$ cat src/rtl/cpu_sequencer_if.sv
// Datapath-facing bus of cpu_sequencer: fetch address, instruction word,
// decoded fields and the write/capture strobes.
interface cpu_sequencer_if #(
   parameter int PC_WIDTH = 5
);
   logic [PC_WIDTH-1:0] pc;
   logic [31:0]         instruction;
   logic [31:0]         ir;
   logic [2:0]          alu_op;
   logic [4:0]          rd;
   logic                rf_we;
   logic                result_load;

   modport master (
      output pc, ir, rf_we, result_load,
      input  instruction, alu_op, rd
   );

   modport slave (
      input  pc, ir, rf_we, result_load,
      output instruction, alu_op, rd
   );
endinterface

$ cat src/rtl/cpu_sequencer.sv
// Multi-cycle fetch/decode/execute/writeback sequencer with single-step and free-run.
// Optional breakpoint logic is enabled by defining CPU_SEQ_BREAKPOINT_EN.
module cpu_sequencer #(
   parameter int PC_WIDTH  = 5,
   parameter int CNT_WIDTH = 16
) (
   input  logic                 clk,
   input  logic                 reset,
   input  logic                 control,
   input  logic                 run,
`ifdef CPU_SEQ_BREAKPOINT_EN
   input  logic                 bp_en,
   input  logic [PC_WIDTH-1:0]  bp_addr,
   output logic                 bp_hit,
`endif
   cpu_sequencer_if.master      dp,
   output logic [2:0]           state,
   output logic                 halted,
   output logic [CNT_WIDTH-1:0] instr_count
);

   typedef enum logic [2:0] {
      ST_IDLE      = 3'd0,
      ST_FETCH     = 3'd1,
      ST_DECODE    = 3'd2,
      ST_EXECUTE   = 3'd3,
      ST_WRITEBACK = 3'd4,
      ST_HALT      = 3'd5
   } state_t;

   state_t               state_r;
   logic [PC_WIDTH-1:0]  pc_r;
   logic [31:0]          ir_r;
   logic                 halted_r;
   logic [CNT_WIDTH-1:0] count_r;
   logic                 ctl_d_r;

   logic [PC_WIDTH-1:0]  next_pc_s;
   logic                 step_s;
   logic                 write_ok_s;
   logic                 bp_stop_s;
   logic                 rf_we_s;
   logic                 result_load_s;

   function automatic logic [CNT_WIDTH-1:0] sat_inc(input logic [CNT_WIDTH-1:0] v);
      if (&v) begin
         return v;
      end else begin
         return v + {{(CNT_WIDTH-1){1'b0}}, 1'b1};
      end
   endfunction

   // Step-edge detect, write qualification and reset-gated strobes
   always_comb begin
      next_pc_s  = pc_r + {{(PC_WIDTH-1){1'b0}}, 1'b1};
      step_s     = control & ~ctl_d_r;
      write_ok_s = (dp.alu_op != 3'd0) && (dp.rd != 5'd0);
`ifdef CPU_SEQ_BREAKPOINT_EN
      bp_stop_s  = bp_en && (next_pc_s == bp_addr);
`else
      bp_stop_s  = 1'b0;
`endif
      if (!reset) begin
         rf_we_s       = 1'b0;
         result_load_s = 1'b0;
      end else begin
         rf_we_s       = (state_r == ST_WRITEBACK) && write_ok_s;
         result_load_s = (state_r == ST_EXECUTE);
      end
   end

   // Sequencer state, program counter, instruction register and retire counter
   always_ff @(posedge clk) begin
      if (!reset) begin
         state_r  <= ST_IDLE;
         pc_r     <= {PC_WIDTH{1'b0}};
         ir_r     <= 32'h0000_0000;
         halted_r <= 1'b0;
         count_r  <= {CNT_WIDTH{1'b0}};
         ctl_d_r  <= 1'b0;
      end else begin
         // Tracks the level in every state so a held button never re-steps
         ctl_d_r <= control;
         case (state_r)
            ST_IDLE: begin
               if (step_s || run) begin
                  state_r <= ST_FETCH;
               end else begin
                  state_r <= ST_IDLE;
               end
            end
            ST_FETCH: begin
               if (dp.instruction == 32'h0000_0000) begin
                  state_r  <= ST_HALT;
                  halted_r <= 1'b1;
               end else begin
                  ir_r    <= dp.instruction;
                  state_r <= ST_DECODE;
               end
            end
            ST_DECODE: begin
               state_r <= ST_EXECUTE;
            end
            ST_EXECUTE: begin
               state_r <= ST_WRITEBACK;
            end
            ST_WRITEBACK: begin
               pc_r    <= next_pc_s;
               count_r <= sat_inc(count_r);
               if (run && !bp_stop_s) begin
                  state_r <= ST_FETCH;
               end else begin
                  state_r <= ST_IDLE;
               end
            end
            ST_HALT: begin
               state_r  <= ST_HALT;
               halted_r <= 1'b1;
            end
            default: begin
               state_r <= ST_IDLE;
            end
         endcase
      end
   end

   assign dp.pc          = pc_r;
   assign dp.ir          = ir_r;
   assign dp.rf_we       = rf_we_s;
   assign dp.result_load = result_load_s;
   assign state          = state_r;
   assign halted         = halted_r;
   assign instr_count    = count_r;

`ifdef CPU_SEQ_BREAKPOINT_EN
   assign bp_hit = reset && (state_r == ST_WRITEBACK) && bp_stop_s;
`endif

endmodule

$ cat src/flat_wrapper.sv
// flat-port wrapper written by rule: the top's interface ports become plain ports
module cpu_sequencer_flat 
#(
   parameter int PC_WIDTH  = 5,
   parameter int CNT_WIDTH = 16
)
  (clk, reset, control, run, state, halted, instr_count, dp_pc, dp_ir, dp_rf_we, dp_result_load, dp_instruction, dp_alu_op, dp_rd);
  cpu_sequencer_if #(.PC_WIDTH(PC_WIDTH)) dp_i ();
  input  logic clk;
  input  logic reset;
  input  logic control;
  input  logic run;
  output logic [2:0] state;
  output logic halted;
  output logic [CNT_WIDTH-1:0] instr_count;
  output wire logic [$bits(dp_i.pc)-1:0] dp_pc;
  output wire logic [$bits(dp_i.ir)-1:0] dp_ir;
  output wire logic [$bits(dp_i.rf_we)-1:0] dp_rf_we;
  output wire logic [$bits(dp_i.result_load)-1:0] dp_result_load;
  input wire logic [$bits(dp_i.instruction)-1:0] dp_instruction;
  input wire logic [$bits(dp_i.alu_op)-1:0] dp_alu_op;
  input wire logic [$bits(dp_i.rd)-1:0] dp_rd;
  assign dp_pc = dp_i.pc;
  assign dp_ir = dp_i.ir;
  assign dp_rf_we = dp_i.rf_we;
  assign dp_result_load = dp_i.result_load;
  assign dp_i.instruction = dp_instruction;
  assign dp_i.alu_op = dp_alu_op;
  assign dp_i.rd = dp_rd;
  cpu_sequencer #(.PC_WIDTH(PC_WIDTH), .CNT_WIDTH(CNT_WIDTH)) u_core (.clk(clk), .reset(reset), .control(control), .run(run), .dp(dp_i), .state(state), .halted(halted), .instr_count(instr_count));
endmodule
$ cat config.mk
export PLATFORM = sky130hd
export DESIGN_NAME = cpu_sequencer_flat
export DESIGN_NICKNAME = d
export VERILOG_FILES = /design/src/rtl/cpu_sequencer_if.sv /design/src/rtl/cpu_sequencer.sv /design/src/flat_wrapper.sv
export SDC_FILE = /design/constraint.sdc
export NUM_CORES = 1
export LEC_CHECK = 0
export BUFFER_PORTS_ARGS = -buffer_cell sky130_fd_sc_hd__buf_2
export CAP_MARGIN = 30
export CORE_UTILIZATION = 25
export DETAILED_ROUTE_END_ITERATION = 10
export PLACE_DENSITY_LB_ADDON = 0.12
export SYNTH_ARGS = -nofsm -noshare
export SYNTH_HDL_FRONTEND = slang
export SYNTH_SLANG_ARGS = --single-unit
$ cat constraint.sdc
create_clock -name clk -period 2 [get_ports clk]
set_input_delay 0.4 -clock clk [delete_from_list [all_inputs] [get_ports clk]]
set_output_delay 0.4 -clock clk [all_outputs]
set_load 0.005 [all_outputs]
After elaboration in Yosys (flattened, before gate mapping). Cells that the tools add are included.

Bits of input ports: 44. Bits in registers: 58. Logic and storage cells: 38.

Eq/ne operators: 6. Mux-type cells: 8. Bitwise logic cells: 4. Reductions and logical operators: 12. $add $sub $neg: 2.

Operators with widths (number): 32-bit zero test (1); 3-bit case mux with 6 select lines (1); 16-bit by 1-bit adder with 16-bit output, second input constant (1); 16-bit AND reduction (1); 3-bit by 2-bit == test with 1-bit output, second input constant (2); 3-bit == test, second input constant (2); 2-bit AND reduction (3); 5-bit by 1-bit adder with 5-bit output, second input constant (1); 1-bit two-way mux (5); 5-bit nonzero test (1); 3-bit by 1-bit == test with 1-bit output, second input constant (1); 3-bit zero test (1); 3-bit two-way mux (1); 1-bit inverter (3); 3-bit nonzero test (1); 1-bit logical AND (2); 2-bit by 1-bit != test with 1-bit output, second input constant (1); 1-bit case mux with 2 select lines (1); 2-bit nonzero test (1); 1-bit bitwise AND (1); 1-bit logical OR (1).

Logic depth before layout (Yosys ltp). Gate-level depths: netlist (run 1).

Depth after elaboration: 5. Mapped depth: 5. Depth with buffers taken out: 5.

Worst setup path before layout (run 1). OpenSTA, ideal clock, no wires.

Kind: flip-flop to output port. From: register u_core.state_r[2] (netlist: u_core.state[2]). To: output port dp_rf_we. Stages on the path, launching flop included: 5. Slack: 0.303 ns. Arrival: 1.297 ns. Path buffers: 1. Data required time: 1.600 ns. Path through: dfxtp_1 > nor3b_2 > clkbuf_1 > o311ai_0 > a21oi_1.

Longest elaborated chain between the ends: 3.

Ends and longest elaborated chain: start: declaration (RTL line cpu_sequencer.sv:31) `state_t state_r;`; start signal: assignment (RTL line cpu_sequencer.sv:75) `state_r <= ST_IDLE;`; start signal: assignment (RTL line cpu_sequencer.sv:87) `state_r <= ST_FETCH;`; start signal: assignment (RTL line cpu_sequencer.sv:89) `state_r <= ST_IDLE;`; 3-bit == test (RTL line cpu_sequencer.sv:67) `rf_we_s = (state_r == ST_WRITEBACK) && write_ok_s;`; 1-bit logical AND (RTL line cpu_sequencer.sv:67); 1-bit two-way mux (RTL line cpu_sequencer.sv:63) `if (!reset) begin`; end: declaration (RTL line flat_wrapper.sv:18) `output wire logic [$bits(dp_i.rf_we)-1:0] dp_rf_we;`.

Every way passes these cells.

Final worst setup path (run 1).
From: register u_core.state_r[1] (netlist: u_core.state[1]). To: output port dp_rf_we.

The elaborated chain is that of the path after synthesis.

==> results of run 1 <==
cell families after synthesis:
| family | share of synthesized area |
|---|---|
| buffers and inverters | 0.0402 |
| AOI/OAI and AO/OA | 0.104 |
| and+or+nand+nor | 0.244 |
| adders and majority gates | 0.00968 |
| muxes | 0.139 |
| xor gates and xnor gates | 0.0136 |
| DFF | 0.449 |
worst max-delay path by stage:
stage / start / end / slack [ns] / cells after the start
after floorplan: u_core.state[2] / dp_rf_we / 0.30 / 4
after global routing: u_core.state[1] / dp_rf_we / 0.003 / 5
after detailed placement: dp_instruction[19] / u_core.dp.ir[13] / 0.04 / 7
final: u_core.state[1] / dp_rf_we / 0.09 / 5
after global placement: dp_instruction[30] / u_core.dp.ir[3] / 0.09 / 6
after CTS: u_core.state[1] / dp_rf_we / 0.003 / 5
metrics by stage:
stage / utilization / power [mW]
2_1_floorplan: - / 1.47
3_3_place_gp: 0.331 / 1.64
3_5_place_dp: 0.331 / 1.64
4_1_cts: 0.349 / 2.63
5_1_grt: 0.352 / 2.73
6_report: 0.352 / 2.57
cells in the final DEF (no fill, tap or decap), drive strengths merged, types with 5 or more instances in the layout:
| master | Yosys | routed |
|---|---|---|
| a21oi | 14 | 14 |
| buf | 8 | 116 |
| clkbuf | 9 | 12 |
| dfxtp | 58 | 58 |
| mux2i | 36 | 36 |
| nand2 | 77 | 77 |
| nand3 | 7 | 7 |
| nand4 | 5 | 5 |
| nor2 | 8 | 8 |
| nor4 | 10 | 10 |
| o31ai | 6 | 6 |
| or4 | 6 | 6 |
routing by layer:
layer | global-route usage | routed length (um)
met5 | 0 | 0
met4 | 0.0643 | 95
met3 | 0.0403 | 407
met2 | 0.200 | 3050
met1 | 0.163 | 3260
area by class of cell:
class	count	share of cell area
Clock buffer	11	0.0405
Tap cell	133	0.0477
Clock inverter	5	0.00861
Multi-Input combinational cell	213	0.382
Sequential cell	58	0.333
Timing Repair Buffer	117	0.183
Inverter	5	0.00538
power by group through the flow:
| stage | Combinational (mW) | Sequential, mW | Clock (mW) |
|---|---|---|---|
| 3_3_place_gp | 0.357 | 1.28 | 0 |
| 6_report | 0.356 | 1.26 | 0.959 |
| 5_1_grt | 0.395 | 1.26 | 1.07 |
| 4_1_cts | 0.360 | 1.26 | 1.01 |
| 3_5_place_dp | 0.359 | 1.28 | 0 |
| 2_1_floorplan | 0.178 | 1.29 | 0 |
repair_timing:
| item | in CTS | in global routing |
|---|---|---|
| endpoints found under the setup margin | 1 | 2 |
| pin swaps | 1 | 2 |
| resized for setup | 2 | 1 |
| buffers inserted | 0 | 4 |
state kept, by name, indices dropped and copies added (netlist names):
| register | count |
|---|---|
| u_core.dp.pc | 5 |
| u_core.instr_count | 16 |
| u_core.halted | 1 |
| u_core.dp.ir | 32 |
| u_core.state | 3 |
| u_core.ctl_d_r | 1 |
==> metrics.md, run 1 <==
| Metric | Value |
|---|---|
| Syn_nets | 339 |
| Setup_tns | 0 ns |
| Ys Warns | 0 |
| Hold buffer count at CTS | 0 |
| Part of the power in registers | 0.489 |
| DIE WIDTH | about 100 um |
| CP Cell Sequence | nor3b_4 -> buf_6 -> o311ai_0 -> a21oi_1 -> buf_2 |
| Cell Rows | 36 |
| Worst-case clock buffer depth | 2 |
| PortBufs | 102 |
| First-pass GRT wire length | ~11000 um |
| Mapped Cells | 293 |
| NetSw | 0.700 mW |
| Hold Path Origin | control |
| Area grow syn2layout | 35.0% |
| Fill cells | 1083 |
| WHS Path Cells | 2 |
| DRC errors left | 0 |
| Kind of critical path | reg -> out |
| CTS tree | done |
| Num ports | roughly 100 |
| Non-filler instance count after layout | approximately 540 |
| Skew final | roughly 0.0053 ns |
| Vias in the first global route | 2305 |
| DRT Pass-1 Iters | 4 |
| Cells after DPL | around 520 |
| Worst setup margin | just under 0.09 ns |
| Unique masters post-synth | between 40 and 50 |
| Htree depth | 3 |
| Ys async rst share | 0 |
| CP top delay family | flip-flops |
| Switching Fraction | 0.272 |
| Reg2Reg Launch Point | u_core.state[1] |
| Register area | 1160 sq um |
| Post-synthesis sequential area ratio | 0.449 |
| Final wirelength | about 6800 um |
| ANT cells | 0 |
| Leading area contributor after synthesis | dfxtp_1 |
| Hold Crit Class | in -> reg |
| Startpoint types | flop |
| Crit-path max FO | 4 |
| Total GRT Usage | 0.129 |
| GR Overflow Total | 0 |
| Later-pin clock latency in the skew report | 0.33 ns |
| Share of total power in combinational logic | 0.139 |
| DP HPWL | roughly 5000 um |
| Fin. max-slew vios | 0 |
| Synth top area share | 0.449 |
| WP buf/inv | 2 |
| Final net count | 450 |
| LEAKAGE | ~1.5 nW |
| CTS Buf Count | 9 |
| Chip Height | 104 um |
| Clock share of power | 0.373 |
| Crit. End Element | primary output |
| Via count | about 2400 |
| Slowest CP cell | dfxtp_2 |
| Critical Path Max Stage Delay | approximately 0.35 ns |
| Clock Sinks | 58 |
| Reg clk slew, reported paths | around 0.07 ns |
| R2R Path End | u_core.instr_count[7] |
| Final ANT Viol Nets | 0 |
| Synth top area cells | dfxtp_1 (45%), mux2i_1 (14%), nand2_1 (11%) |
| Rel. slew slack | 0.633 |
| VDD IR max | between 0.2 and 0.3 mV |
| CP Data Required Time | approximately 1.6 ns |
| Share of layout cells above drive strength 1 | 0.342 |
| Mapped Area | 2580 sq um |
| #FFs+latches synth | 58 |
| Peak Freq | 523 MHz |
| Status | complete, no violations |
| Power Internal | approximately 1.9 mW |
| DR iter-0 viols | 56 |
| Final min period | 1.91 ns |
| Final setup fails | 0 |
| Max cap viols | 0 |
| Top cell types by occurrence after synthesis | nand2_1 (77), dfxtp_1 (58), mux2i_1 (36) |
| Drt wl/cell | roughly 13 um |
| Initial antenna violation count | 0 |
| Multi-input gate area | 1330 sq um |
| Setup slack at placement | 0.0416 ns |
| Number of synthesized flops with an enable pin | 0 |
| Area post-placement | around 3300 sq um |
| Syn_area_per_cell | 8.82 sq um |
| Vias/cell | about 4.5 |
| Design Area, Final | approximately 3500 sq um |
| Largest net degree at the start of global routing | between 40 and 50 |
| R2R cell count | 4 |
| Hold Slack | between 0.2 and 0.3 ns |
| Core Area | about 10000 sq um |
| CTS Root Cell | clkbuf_8 |
| Synth Flop Type | dfxtp_1 |
| Final Hold Fails | 0 |
| Initial Utilization | 0.261 |
| Die area | between 10000 and 15000 sq um |
| Pwr dens | roughly 740 nW/um^2 |
| Unrepaired setup endpoints after global routing | no |
| Count leader, synth | nand2_1 |
| Final GP Congestion | approximately 0.73 |
| Worst Tran Pin Value | approximately 0.55 ns |
| Reg2reg setup slack | around 0.16 ns |
| Critical Path AT | 1.51 ns |
| Period utilization | 0.955 |
| Hold Path End | u_core.ctl_d_r |
Power figures use the tool's default switching activity.
==> run 2, diff against run 1 <==
- CAP_MARGIN: 30 -> not set
- CORE_UTILIZATION: 25 -> 48
==> run 2 against run 1 <==
Compared with the run above: first-iteration DRC count rose by 98%; total power rose by 11%; utilization increased by 33 points; via count up 2.4%; non-clock buffer count rose by 3; critical path depth unchanged; sequential power is essentially flat; combinational power is 2% lower; setup slack improved by 0.080 ns; cell count is 11% lower.
==> metrics.md, run 2 (synthesized netlist as in run 1, its figures left out) <==
| Metric | Value |
|---|---|
| VDD IR max | 0.405 mV |
| Via count | roughly 2500 |
| Pwr dens | between 800 and 900 nW/um^2 |
| DRT Pass-1 Iters | 4 |
| PortBufs | between 100 and 150 |
| Skew final | between 0.005 and 0.006 ns |
| Worst-case clock buffer depth | 2 |
| Crit-path max FO | 4 |
| Hold Crit Class | in -> reg |
| Clock Sinks | between 50 and 60 |
| Hold Path Origin | control |
| Final ANT Viol Nets | 0 |
| GR Overflow Total | 0 |
| Worst Tran Pin Value | between 0.5 and 0.6 ns |
| Hold Slack | 0.303 ns |
| Area grow syn2layout | 35.4% |
| Setup slack at placement | between 0.2 and 0.25 ns |
| Final min period | roughly 1.8 ns |
| Die area | ~5700 sq um |
| DR iter-0 viols | around 110 |
| Cell Rows | 26 |
| CTS Buf Count | 9 |
| Share of layout cells above drive strength 1 | 0.347 |
| Total GRT Usage | 0.207 |
| Status | complete, no violations |
| Reg2reg setup slack | 0.21 ns |
| Kind of critical path | reg -> out |
| Most frequent cells in the layout | buf_2 (102), nand2_1 (77), dfxtp_1 (58) |
| Non-filler instance count after layout | about 480 |
| Setup_tns | 0 ns |
| Initial antenna violation count | 0 |
| Drt wl/cell | between 10 and 15 um |
| First-pass GRT wire length | a little under 9000 um |
| Period utilization | 0.916 |
| CTS tree | done |
| CP Launch Point | u_core.state[1] |
| Chip Height | about 75 um |
| Peak Freq | approximately 550 MHz |
| Fin. max-slew vios | 0 |
| Final net count | roughly 450 |
| Final setup fails | 0 |
| Area post-placement | roughly 3200 sq um |
| Rel. slew slack | 0.611 |
| Crit. End Element | primary output |
| Core Area | 5140 sq um |
| CP Data Required Time | approximately 1.6 ns |
| Later-pin clock latency in the skew report | ~0.33 ns |
| Cells after DPL | 459 |
| Initial Utilization | 0.503 |
| Largest net degree at the start of global routing | 43 |
| ANT cells | 0 |
| Final GP Congestion | 0.750 |
| Num ports | around 100 |
| Htree depth | 3 |
| Final Hold Fails | 0 |
| Critical Path AT | roughly 1.4 ns |
| Reg clk slew, reported paths | roughly 0.060 ns |
| Commonest non-fill, non-tap cell in the layout | buf_2 |
| DRC errors left | 0 |
| Worst setup margin | 0.169 ns |
| Final cell utilization of the core | 0.681 |
| Total power | about 2.9 mW |
| DP HPWL | 4070 um |
| Max reg flops | 32 |
| DIE WIDTH | about 75 um |
| LEAKAGE | approximately 1.6 nW |
| CTS Root Cell | clkbuf_8 |
| Reg2Reg Launch Point | u_core.state[1] |
| Final wirelength | roughly 5800 um |
| Max cap viols | 0 |
| Design Area, Final | between 3000 and 4000 sq um |
| Vias in the first global route | 1988 |
| Vias/cell | between 5 and 6 |
| Startpoint types | flop |
run 2: cell types whose count changed in the layout (fill, tap and decap cells not counted):
cell	before	now
clkinv_2	3	1
clkbuf_8	10	12
clkbuf_1	1	0
bufinv_16	0	2
buf_4	12	16
dfxtp_1	57	58
dfxtp_2	1	0
clkbuf_2	1	0
clkinvlp_4	2	1
run 2: report_power, final:
part | internal (mW) | total, mW | switching [mW]
clock network | 0.801 | 1.25 | 0.453
logic | 0.175 | 0.350 | 0.175
registers | 1.22 | 1.25 | 0.0341
run 2: worst max-delay path, cell delays in order (launching register included):
cell,delay [ns]
dfxtp_1,0.36
nor3b_4,0.24
buf_6,0.14
o311ai_0,0.11
a21oi_1,0.13
buf_2,0.12
run 2: worst paths after layout:
kind,endpoint,depth (start not counted)
setup / recovery,dp_rf_we,5
hold / removal,u_core.ctl_d_r,2
hold reg to reg,u_core.dp.ir[7],2
setup reg to reg,u_core.instr_count[6],5
run 2: final cells by class:
| cell class | count | area, sq um |
|---|---|---|
| clock inverter | 4 | 72.6 |
| timing repair buffer | 120 | 662 |
| clock buffer | 12 | 165 |
| multi-input combinational | 213 | 1330 |
| sequential | 58 | 1160 |
| tap | 70 | 87.6 |
| inverter | 5 | 18.8 |
| fill | 463 | 1640 |
run 2: timing repair:
| action | CTS | global route |
|---|---|---|
| hold buffers | 0 | 0 |
| buffers inserted | 0 | 7 |
| gates resized for setup | 0 | 2 |
| setup endpoints to repair | 0 | 5 |
run 2: per-layer routing:
layer  routed length (um)  track usage  vias to the layer above  part of all wire
met5                    0            0                        -                 0
met4                   83       0.0926                        0             0.014
met3                  329       0.0635                        7             0.057
met2                 2620        0.310                       64              0.45
met1                 2780        0.276                     1139              0.48
li1                     -            -                     1274                 -
